$ cat config.mk
export PLATFORM = sky130hd
export DESIGN_NAME = bmem_arbiter
export DESIGN_NICKNAME = d
export VERILOG_FILES = /design/src/rtl/bmem_arbiter.sv
export SDC_FILE = /design/constraint.sdc
export NUM_CORES = 2
export LEC_CHECK = 0
export BUFFER_PORTS_ARGS = -buffer_cell sky130_fd_sc_hd__buf_2
export CELL_PAD_IN_SITES_DETAIL_PLACEMENT = 1
export CELL_PAD_IN_SITES_GLOBAL_PLACEMENT = 2
export CORE_AREA = 8 8 514 516
export CTS_BUF_LIST = sky130_fd_sc_hd__clkbuf_8
export CTS_CLUSTER_DIAMETER = 80
export DETAILED_ROUTE_END_ITERATION = 12
export DIE_AREA = 0 0 522 524
export PLACE_DENSITY = 0.52
export SLEW_MARGIN = 20
export SYNTH_ARGS = -nofsm -noshare
export SYNTH_HDL_FRONTEND = slang
export SYNTH_SLANG_ARGS = --single-unit
$ cat constraint.sdc
create_clock -name clk -period 8.09 [get_ports clk]
set_input_delay 0.4045 -clock clk [delete_from_list [all_inputs] [get_ports clk]]
set_output_delay 0.4045 -clock clk [all_outputs]
set_load 0.01 [all_outputs]
$ cat src/rtl/bmem_arbiter.sv
// Shares the single banked-memory port between icache, dcache and prefetcher:
// serialises 256-bit lines into 64-bit bursts and routes read returns by address.
module bmem_arbiter (
    input  logic         clk,
    input  logic         rst,

    input  logic [31:0]  i_addr,
    input  logic         i_read,
    output logic [255:0] i_rdata,
    output logic         i_resp,

    input  logic [31:0]  d_addr,
    input  logic         d_read,
    input  logic         d_write,
    input  logic [255:0] d_wdata,
    output logic [255:0] d_rdata,
    output logic         d_resp,

    input  logic [31:0]  p_addr,
    input  logic         p_read,
    output logic [255:0] p_rdata,
    output logic         p_resp,

    output logic [31:0]  bmem_addr,
    output logic         bmem_read,
    output logic         bmem_write,
    output logic [63:0]  bmem_wdata,
    input  logic         bmem_ready,
    input  logic [31:0]  bmem_raddr,
    input  logic [63:0]  bmem_rdata,
    input  logic         bmem_rvalid
);

    localparam int unsigned LINE_BEATS = 4;
    localparam logic [1:0]  LAST_BEAT  = 2'(LINE_BEATS - 1);
    localparam int unsigned SI = 0;
    localparam int unsigned SD = 1;
    localparam int unsigned SP = 2;

    typedef enum logic [1:0] {S_IDLE, S_PEND, S_ISSUED, S_RESP} slot_e;
    typedef enum logic [2:0] {B_IDLE, B_RD, B_WR0, B_WR1, B_WR2, B_WR3} bus_e;

    slot_e        slot_st   [3];
    logic [31:0]  slot_addr [3];
    logic [1:0]   slot_cnt  [3];
    logic [191:0] slot_buf  [3];
    logic         resp_q    [3];
    logic [255:0] rdata_q   [3];

    bus_e        bus_st;
    logic [1:0]  rd_slot;
    logic        rr_d;

    logic [31:0] req_addr [3];
    logic [2:0]  req_rd;
    logic [2:0]  req_any;
    logic [31:0] ret_addr;
    logic        unused_bits;

    logic [2:0]  cand;
    logic [2:0]  piggy;
    logic [2:0]  grantable;
    logic        wr_hazard;
    logic        bus_free;
    logic        gnt_valid;
    logic [1:0]  gnt_slot;
    logic        gnt_wr;

    assign ret_addr    = {bmem_raddr[31:5], 5'd0};
    assign unused_bits = ^{i_addr[4:0], d_addr[4:0], p_addr[4:0], bmem_raddr[4:0]};

    assign i_resp  = resp_q[SI];
    assign d_resp  = resp_q[SD];
    assign p_resp  = resp_q[SP];
    assign i_rdata = rdata_q[SI];
    assign d_rdata = rdata_q[SD];
    assign p_rdata = rdata_q[SP];

    always_comb begin
        req_addr[SI] = {i_addr[31:5], 5'd0};
        req_addr[SD] = {d_addr[31:5], 5'd0};
        req_addr[SP] = {p_addr[31:5], 5'd0};
        req_rd       = {p_read, d_read, i_read};
        req_any      = {p_read, d_read | d_write, i_read};
    end

    always_comb begin
        cand      = '0;
        piggy     = '0;
        grantable = '0;
        wr_hazard = 1'b0;
        gnt_valid = 1'b0;
        gnt_slot  = 2'(SI);
        gnt_wr    = 1'b0;
        for (int unsigned s = 0; s < 3; s++) begin
            cand[s] = req_any[s] && (slot_st[s] == S_IDLE);
        end
        // Piggyback only onto a slot that has not yet seen (or is not now seeing) beat 0.
        for (int unsigned s = 0; s < 3; s++) begin
            for (int unsigned o = 0; o < 3; o++) begin
                if (slot_st[o] == S_ISSUED && slot_addr[o] == req_addr[s] &&
                    slot_cnt[o] == 2'd0 && !(bmem_rvalid && ret_addr == slot_addr[o]) &&
                    req_rd[s] && cand[s]) begin
                    piggy[s] = 1'b1;
                end
            end
        end
        for (int unsigned o = 0; o < 3; o++) begin
            if ((slot_st[o] == S_ISSUED || slot_st[o] == S_PEND) &&
                slot_addr[o] == req_addr[SD]) begin
                wr_hazard = 1'b1;
            end
        end
        grantable     = cand & ~piggy;
        grantable[SD] = grantable[SD] && !(d_write && wr_hazard);
        bus_free      = (bus_st == B_IDLE) || (bus_st == B_RD && bmem_ready);
        if (bus_free) begin
            if (grantable[SD] && (rr_d || !grantable[SI])) begin
                gnt_valid = 1'b1;
                gnt_slot  = 2'(SD);
                gnt_wr    = d_write;
            end else if (grantable[SI]) begin
                gnt_valid = 1'b1;
                gnt_slot  = 2'(SI);
            end else if (grantable[SP]) begin
                gnt_valid = 1'b1;
                gnt_slot  = 2'(SP);
            end
        end
    end

    always_ff @(posedge clk) begin
        if (rst) begin
            for (int unsigned s = 0; s < 3; s++) begin
                slot_st[s]   <= S_IDLE;
                slot_addr[s] <= '0;
                slot_cnt[s]  <= '0;
                slot_buf[s]  <= '0;
                resp_q[s]    <= 1'b0;
                rdata_q[s]   <= '0;
            end
            bus_st     <= B_IDLE;
            rd_slot    <= '0;
            rr_d       <= 1'b1;
            bmem_addr  <= '0;
            bmem_read  <= 1'b0;
            bmem_write <= 1'b0;
            bmem_wdata <= '0;
        end else begin
            for (int unsigned s = 0; s < 3; s++) begin
                resp_q[s] <= 1'b0;
                case (slot_st[s])
                    S_IDLE: begin
                        if (piggy[s]) begin
                            slot_st[s]   <= S_ISSUED;
                            slot_addr[s] <= req_addr[s];
                            slot_cnt[s]  <= '0;
                        end
                    end
                    S_ISSUED: begin
                        if (bmem_rvalid && ret_addr == slot_addr[s]) begin
                            slot_cnt[s] <= slot_cnt[s] + 2'd1;
                            if (slot_cnt[s] == LAST_BEAT) begin
                                slot_st[s] <= S_RESP;
                                resp_q[s]  <= 1'b1;
                                rdata_q[s] <= {bmem_rdata, slot_buf[s]};
                            end else begin
                                case (slot_cnt[s])
                                    2'd0:    slot_buf[s][63:0]    <= bmem_rdata;
                                    2'd1:    slot_buf[s][127:64]  <= bmem_rdata;
                                    default: slot_buf[s][191:128] <= bmem_rdata;
                                endcase
                            end
                        end
                    end
                    S_RESP:  slot_st[s] <= S_IDLE;
                    default: ;
                endcase
            end

            case (bus_st)
                B_RD: begin
                    if (bmem_ready) begin
                        slot_st[rd_slot]  <= S_ISSUED;
                        slot_cnt[rd_slot] <= '0;
                        bmem_read         <= 1'b0;
                        bus_st            <= B_IDLE;
                    end
                end
                B_WR0: if (bmem_ready) begin bus_st <= B_WR1; bmem_wdata <= d_wdata[127:64];  end
                B_WR1: if (bmem_ready) begin bus_st <= B_WR2; bmem_wdata <= d_wdata[191:128]; end
                B_WR2: if (bmem_ready) begin bus_st <= B_WR3; bmem_wdata <= d_wdata[255:192]; end
                B_WR3: begin
                    if (bmem_ready) begin
                        bus_st      <= B_IDLE;
                        bmem_write  <= 1'b0;
                        slot_st[SD] <= S_RESP;
                        resp_q[SD]  <= 1'b1;
                    end
                end
                default: ;
            endcase

            // A grant overrides the idle transition of a read accepted this cycle.
            if (gnt_valid) begin
                slot_st[gnt_slot]   <= S_PEND;
                slot_addr[gnt_slot] <= req_addr[gnt_slot];
                bmem_addr           <= req_addr[gnt_slot];
                if (gnt_wr) begin
                    bus_st     <= B_WR0;
                    bmem_write <= 1'b1;
                    bmem_wdata <= d_wdata[63:0];
                end else begin
                    bus_st    <= B_RD;
                    bmem_read <= 1'b1;
                    rd_slot   <= gnt_slot;
                end
                if (gnt_slot != 2'(SP)) begin
                    rr_d <= (gnt_slot == 2'(SI));
                end
            end
        end
    end

endmodule

After elaboration in Yosys (flattened, before gate mapping)
Memory sizes are Yosys's and may differ from the RTL's.
Cells that the tools add are included.
Widths: inputs -> output; s select.

storage, ports and cells
  bits in registers = 104
  bits in writable memories = 1,455
  input bits = 456
  word-level logic and storage cells = 380
  memories = 6

memory list
  memory     words  bits a word  rd ports  clocked after memory_dff  wr ports  RTL line  text
  rdata_q    3      256          3         0                         3         48        logic [255:0] rdata_q [3];
  slot_buf   3      192          3         0                         3         46        logic [191:0] slot_buf [3];
  slot_addr  3      32           3         0                         4         44        logic [31:0] slot_addr [3];
  slot_cnt   3      2            3         0                         4         45        logic [1:0] slot_cnt [3];
  slot_st    3      2            3         0                         5         43        slot_e slot_st [3];
  resp_q     3      1            3         0                         3         47        logic resp_q [3];

cells by class
  add/sub/neg operators = 3
  $lt $le $gt $ge = 1
  equal/unequal tests = 37
  muxes and demuxes = 199
  bitwise operators = 43
  reductions and logical operators = 84

operators with widths
  kind                 number
  $mux 64              14
  $mux 256             3
  $eq 32x32->1         12
  $pmux 64 s3          1
  $mux 32              5
  $mux 1               148
  $bmux 32 s2          1
  $logic_and 1x1->1    58
  $mux 2               21
  $or 1x1->1           39
  $eq 2x2->1 const B   9
  $mux 3               5
  $logic_not 2->1      7
  $eq 2x1->1 const B   6
  $pmux 3 s4           1
  $ne 3x3->1 const B   3
  $reduce_or 2->1      4
  $add 2x1->2 const B  3
  $eq 3x2->1 const B   2
  $eq 3x3->1 const B   2
  $logic_not 1->1      5
  $logic_or 1x1->1     5
  $reduce_and 5->1     1
  $reduce_bool 5->1    1
  other kinds (10)     11

Longest topological paths before layout
An unclocked memory read counts as a cell.

  depth after elaboration = 21
  gate-level depth with buffers = 13

Worst setup path before layout
No wires, ideal clock.

  kind = input -> register
  from = input port bmem_raddr[6]
  to = memory rdata_q[2][0], in the netlist rdata_q[0][512], enable pin
  setup time = 0.628 ns
  data arrival time = 7.321 ns
  slack = 0.141 ns
  stages = 8
  buffers on the path = 1
  path through = clkbuf_1 xnor2_1 nand4_1 nor3_1 nand2_1 nor3b_1 nand2_1 nand2_1

RTL lines
  element          RTL line  text
  start, declared  29        input logic [31:0] bmem_raddr,
  end, declared    48

==> results.md <==
- Status: completed
- # DRC: 0
- Worst-Skew Late Latency: 1060 ps
- #FFs+latches synth: 1539
- Startpoint types: flop
- Post-synth EDFFs: 1426
- Post-Place Cells: between 8000 and 9000
- Width of the chip: 522 um
- Share of layout cells above drive strength 1: 29.83%
- Cell Area, Synth: roughly 0.06 sq mm
- Setup violators final: 0
- Setup CP Type: reg -> reg
- Largest net degree at the start of global routing: 218
- CTS max path bufs: 4
- Final Hold Viols: 0
- Drt wl/cell: roughly 32 um
- DRT iter0 DRCs: 3121
- Pins Over Slew Limit: 0
- Lkg Pwr: 31.78 nW
- Filler cells: 27610
- Post-synthesis cell count: 3891
- P&R area growth vs syn: 30.96%
- Crit. End Element: flop
- Clock skew: 142.3 ps
- Via Count: 41030
- Post-synth ARST share: 0%
- CP Data Required Time: 9050 ps
- Vias in the first global route: 42860
- Largest stage delay, worst path: between 700 and 800 ps
- Clock-pin slew on the worst setup and hold paths: approximately 50 ps
- Total power: 0.01869 W
- Initial antenna violation count: 88
- Worst path cell trace: xor2_1, nor4_1, nand4_1, a221o_1, o311a_1, nand2_4, buf_4, o211ai_1, a21oi_1, dlygate4sd3_1
- Non-Filler Instances: 9219
- Synth Flop Type: edfxtp_1
- H-tree depth: 5
- CTS tree: built
- Final wirelength: a little under 300 mm
- Count of different cell masters after synthesis: 68
- Detail Route Antenna Nets: 0
- Arrival time worst endpoint: roughly 6300 ps
- Clk sinks: around 1500
- Std cell rows: 186
- Port buffer count: 1299
- Number of buffers created by CTS: approximately 310
- Critical Path Fanout Max: 45
- Total gr overflow: 0
- Fmax: 0.1860 GHz
- Rel. slew slack: 28.73%
- Initial Utilization: 23.53%
- Final Net Count: approximately 6100
- Drt pass-1 iters: 13
- VDD IR max: 139.6 uV
- PwrDens: 237.2 mW/mm^2
- Setup TNS: 0 ps
- Slowest CP cell: nor4_1
- Final min period: 5378 ps
- GPL Wtd Cong: 0.8970
- Die height: 524 um
- Buffers plus inverters on the worst setup path: 2
- Num ports: 1325
- Total Routing Usage GR: 20.40%
- First-pass GRT wire length: 384.5 mm
- Max_cap viols: 0
- Core ar.: 0.2558 sq mm
- DPL Wire Length: 207.3 mm
- Syn_area_per_cell: roughly 15 sq um
- Largest delay share family, worst path: simple AND/OR/NAND/NOR gates
- Worst min-delay path category: in -> reg
- Ys Warns: 0
- Seq/Total Area, Yosys: 74.91%
- Hold Slack: 130.0 ps
- Worst Tran Pin Value: 1069 ps
- Period utilization: between 60% and 70%
- Clock root cell: clkbuf_8
- RSZ-0062 raised after global routing: no
- Post-CTS Repair Setup Buffers: 0
- Drt via density: 4.450
- DIE AREA: 0.2735 sq mm
-- cells in the final DEF, fill, tap and decap left out, drive strengths merged, types with 6 or more instances in the layout --
master	instances
nor3	19
edfxtp	1426
o211ai	108
buf	1351
o21ai	37
ha	21
a21oi	72
and3	131
nand2	159
diode	25
o2bb2ai	28
nor2	62
nand4	58
a22o	9
nand3	48
and2	738
xnor2	100
xor2	224
inv	140
mux2i	56
clkinvlp	7
clkinv	67
nor4	89
dlygate4sd3	280
a222oi	27
conb	6
clkbuf	318
a211oi	38
dfxtp	113
a221oi	10
-- registers in the layout, indices dropped and copies added, names as in the netlist, 3 cells and up --
signal      count
slot_addr      81
slot_cnt        6
bmem_addr      27
slot_buf      576
bmem_wdata     64
slot_st         6
resp_q          3
bus_st          3
rdata_q       768
-- where the power goes --
group | switching, W | internal [W] | total, W
clock network | 0.00346 | 0.00367 | 0.00713
registers | 0.000354 | 0.00907 | 0.00943
logic | 0.00140 | 0.000734 | 0.00214
total | 0.00522 | 0.0135 | 0.0187
-- through the flow --
step / utilization [%] / setup slack [ps] / area (sq um)
final: 30.82 / 2712 / 78820
after global placement: 27.65 / 2905 / 70710
after floorplan: - / 141.4 / 60200
after detailed placement: 27.65 / 2863 / 70710
after CTS: 30.79 / 2682 / 78760
after global routing: 30.80 / 2572 / 78780
-- synthesized netlist by cell type (3+ instances only) --
| library cell | n | share of area, % |
|---|---|---|
| nand3_1 | 48 | 0.40 |
| nand2b_1 | 3 | 0.031 |
| edfxtp_1 | 1426 | 71 |
| nor2_1 | 61 | 0.38 |
| a211oi_1 | 38 | 0.47 |
| o211ai_1 | 107 | 1.3 |
| buf_4 | 11 | 0.14 |
| dfxtp_1 | 113 | 3.8 |
| o2bb2ai_1 | 28 | 0.41 |
| and3_1 | 131 | 1.4 |
| o21ai_1 | 25 | 0.21 |
| nand2_1 | 159 | 0.99 |
| o21ai_0 | 12 | 0.10 |
| a222oi_1 | 27 | 0.45 |
| a21oi_1 | 71 | 0.59 |
| a21o_1 | 5 | 0.062 |
| o21a_1 | 4 | 0.050 |
| nand4b_1 | 3 | 0.044 |
| clkbuf_1 | 178 | 1.1 |
| a221oi_1 | 9 | 0.13 |
| xnor2_1 | 100 | 1.5 |
| nor3_1 | 18 | 0.15 |
| nand4_1 | 58 | 0.60 |
| a22o_1 | 9 | 0.13 |
| a22oi_1 | 5 | 0.062 |
| buf_2 | 28 | 0.23 |
| xor2_1 | 224 | 3.3 |
| nand3b_1 | 3 | 0.037 |
| o31ai_1 | 3 | 0.037 |
| nor4_1 | 89 | 0.93 |
| ha_1 | 21 | 0.44 |
| nor3b_1 | 3 | 0.037 |
| inv_1 | 22 | 0.14 |
| and2_1 | 738 | 7.7 |
| or4_1 | 4 | 0.050 |
| mux2i_1 | 56 | 0.93 |
| buf_1 | 9 | 0.056 |
-- final cells by class --
cell class / count / area, sq um / area share (%)
well taps: 3384 / 4234 / 5.372
diodes: 25 / 62.56 / 0.07937
repair buffers: 1631 / 9847 / 12.49
clock buffers: 318 / 4377 / 5.553
clock inverters: 194 / 862.1 / 1.094
multi-input cells: 2106 / 14270 / 18.10
inverters: 22 / 82.58 / 0.1048
flip-flops and latches: 1539 / 45090 / 57.20
-- worst min-delay path, cell delays in order --
cell and delay (ps):
buf_2 100, nand2_1 100, o22ai_1 180, nand4_1 170
a21o_1 110
-- cell families after synthesis --
kind of cell | count (synthesis) | share of synthesized area, %
other cells | 2 | 0.01248
fa+ha+maj | 21 | 0.4366
flops | 1539 | 74.91
compound gates | 362 | 4.322
buf+inv | 250 | 1.711
xor+xnor | 324 | 4.715
mux | 56 | 0.9314
simple gates | 1337 | 12.96
-- per-layer routing --
layer / vias up / global-route usage [%] / part of all wire, %
met2: 1807 / 35.18 / 49
met5: - / 0 / 0.087
met3: 573 / 5.650 / 7.3
met4: 42 / 7.643 / 4.1
met1: 20750 / 24.28 / 40
li1: 17860 / - / -
-- what timing repair did --
action | 4_1_cts | 5_1_grt
resized for setup | 0 | 0
hold endpoints to repair | 848 | 0
hold buffers | 280 | 0
-- final timing paths --
kind	endpoint	slack, ps	startpoint	depth (start not counted)
worst min register to register	rdata_q[0][274]	440	slot_buf[1][18]	1
worst max register to register	bmem_wdata[23]	2710	slot_addr[1][15]	10
worst min-delay path	rr_d	130	d_read	5
worst max-delay path	bmem_wdata[23]	2710	slot_addr[1][15]	10
Note: power is estimated with default switching activity, not from simulation.
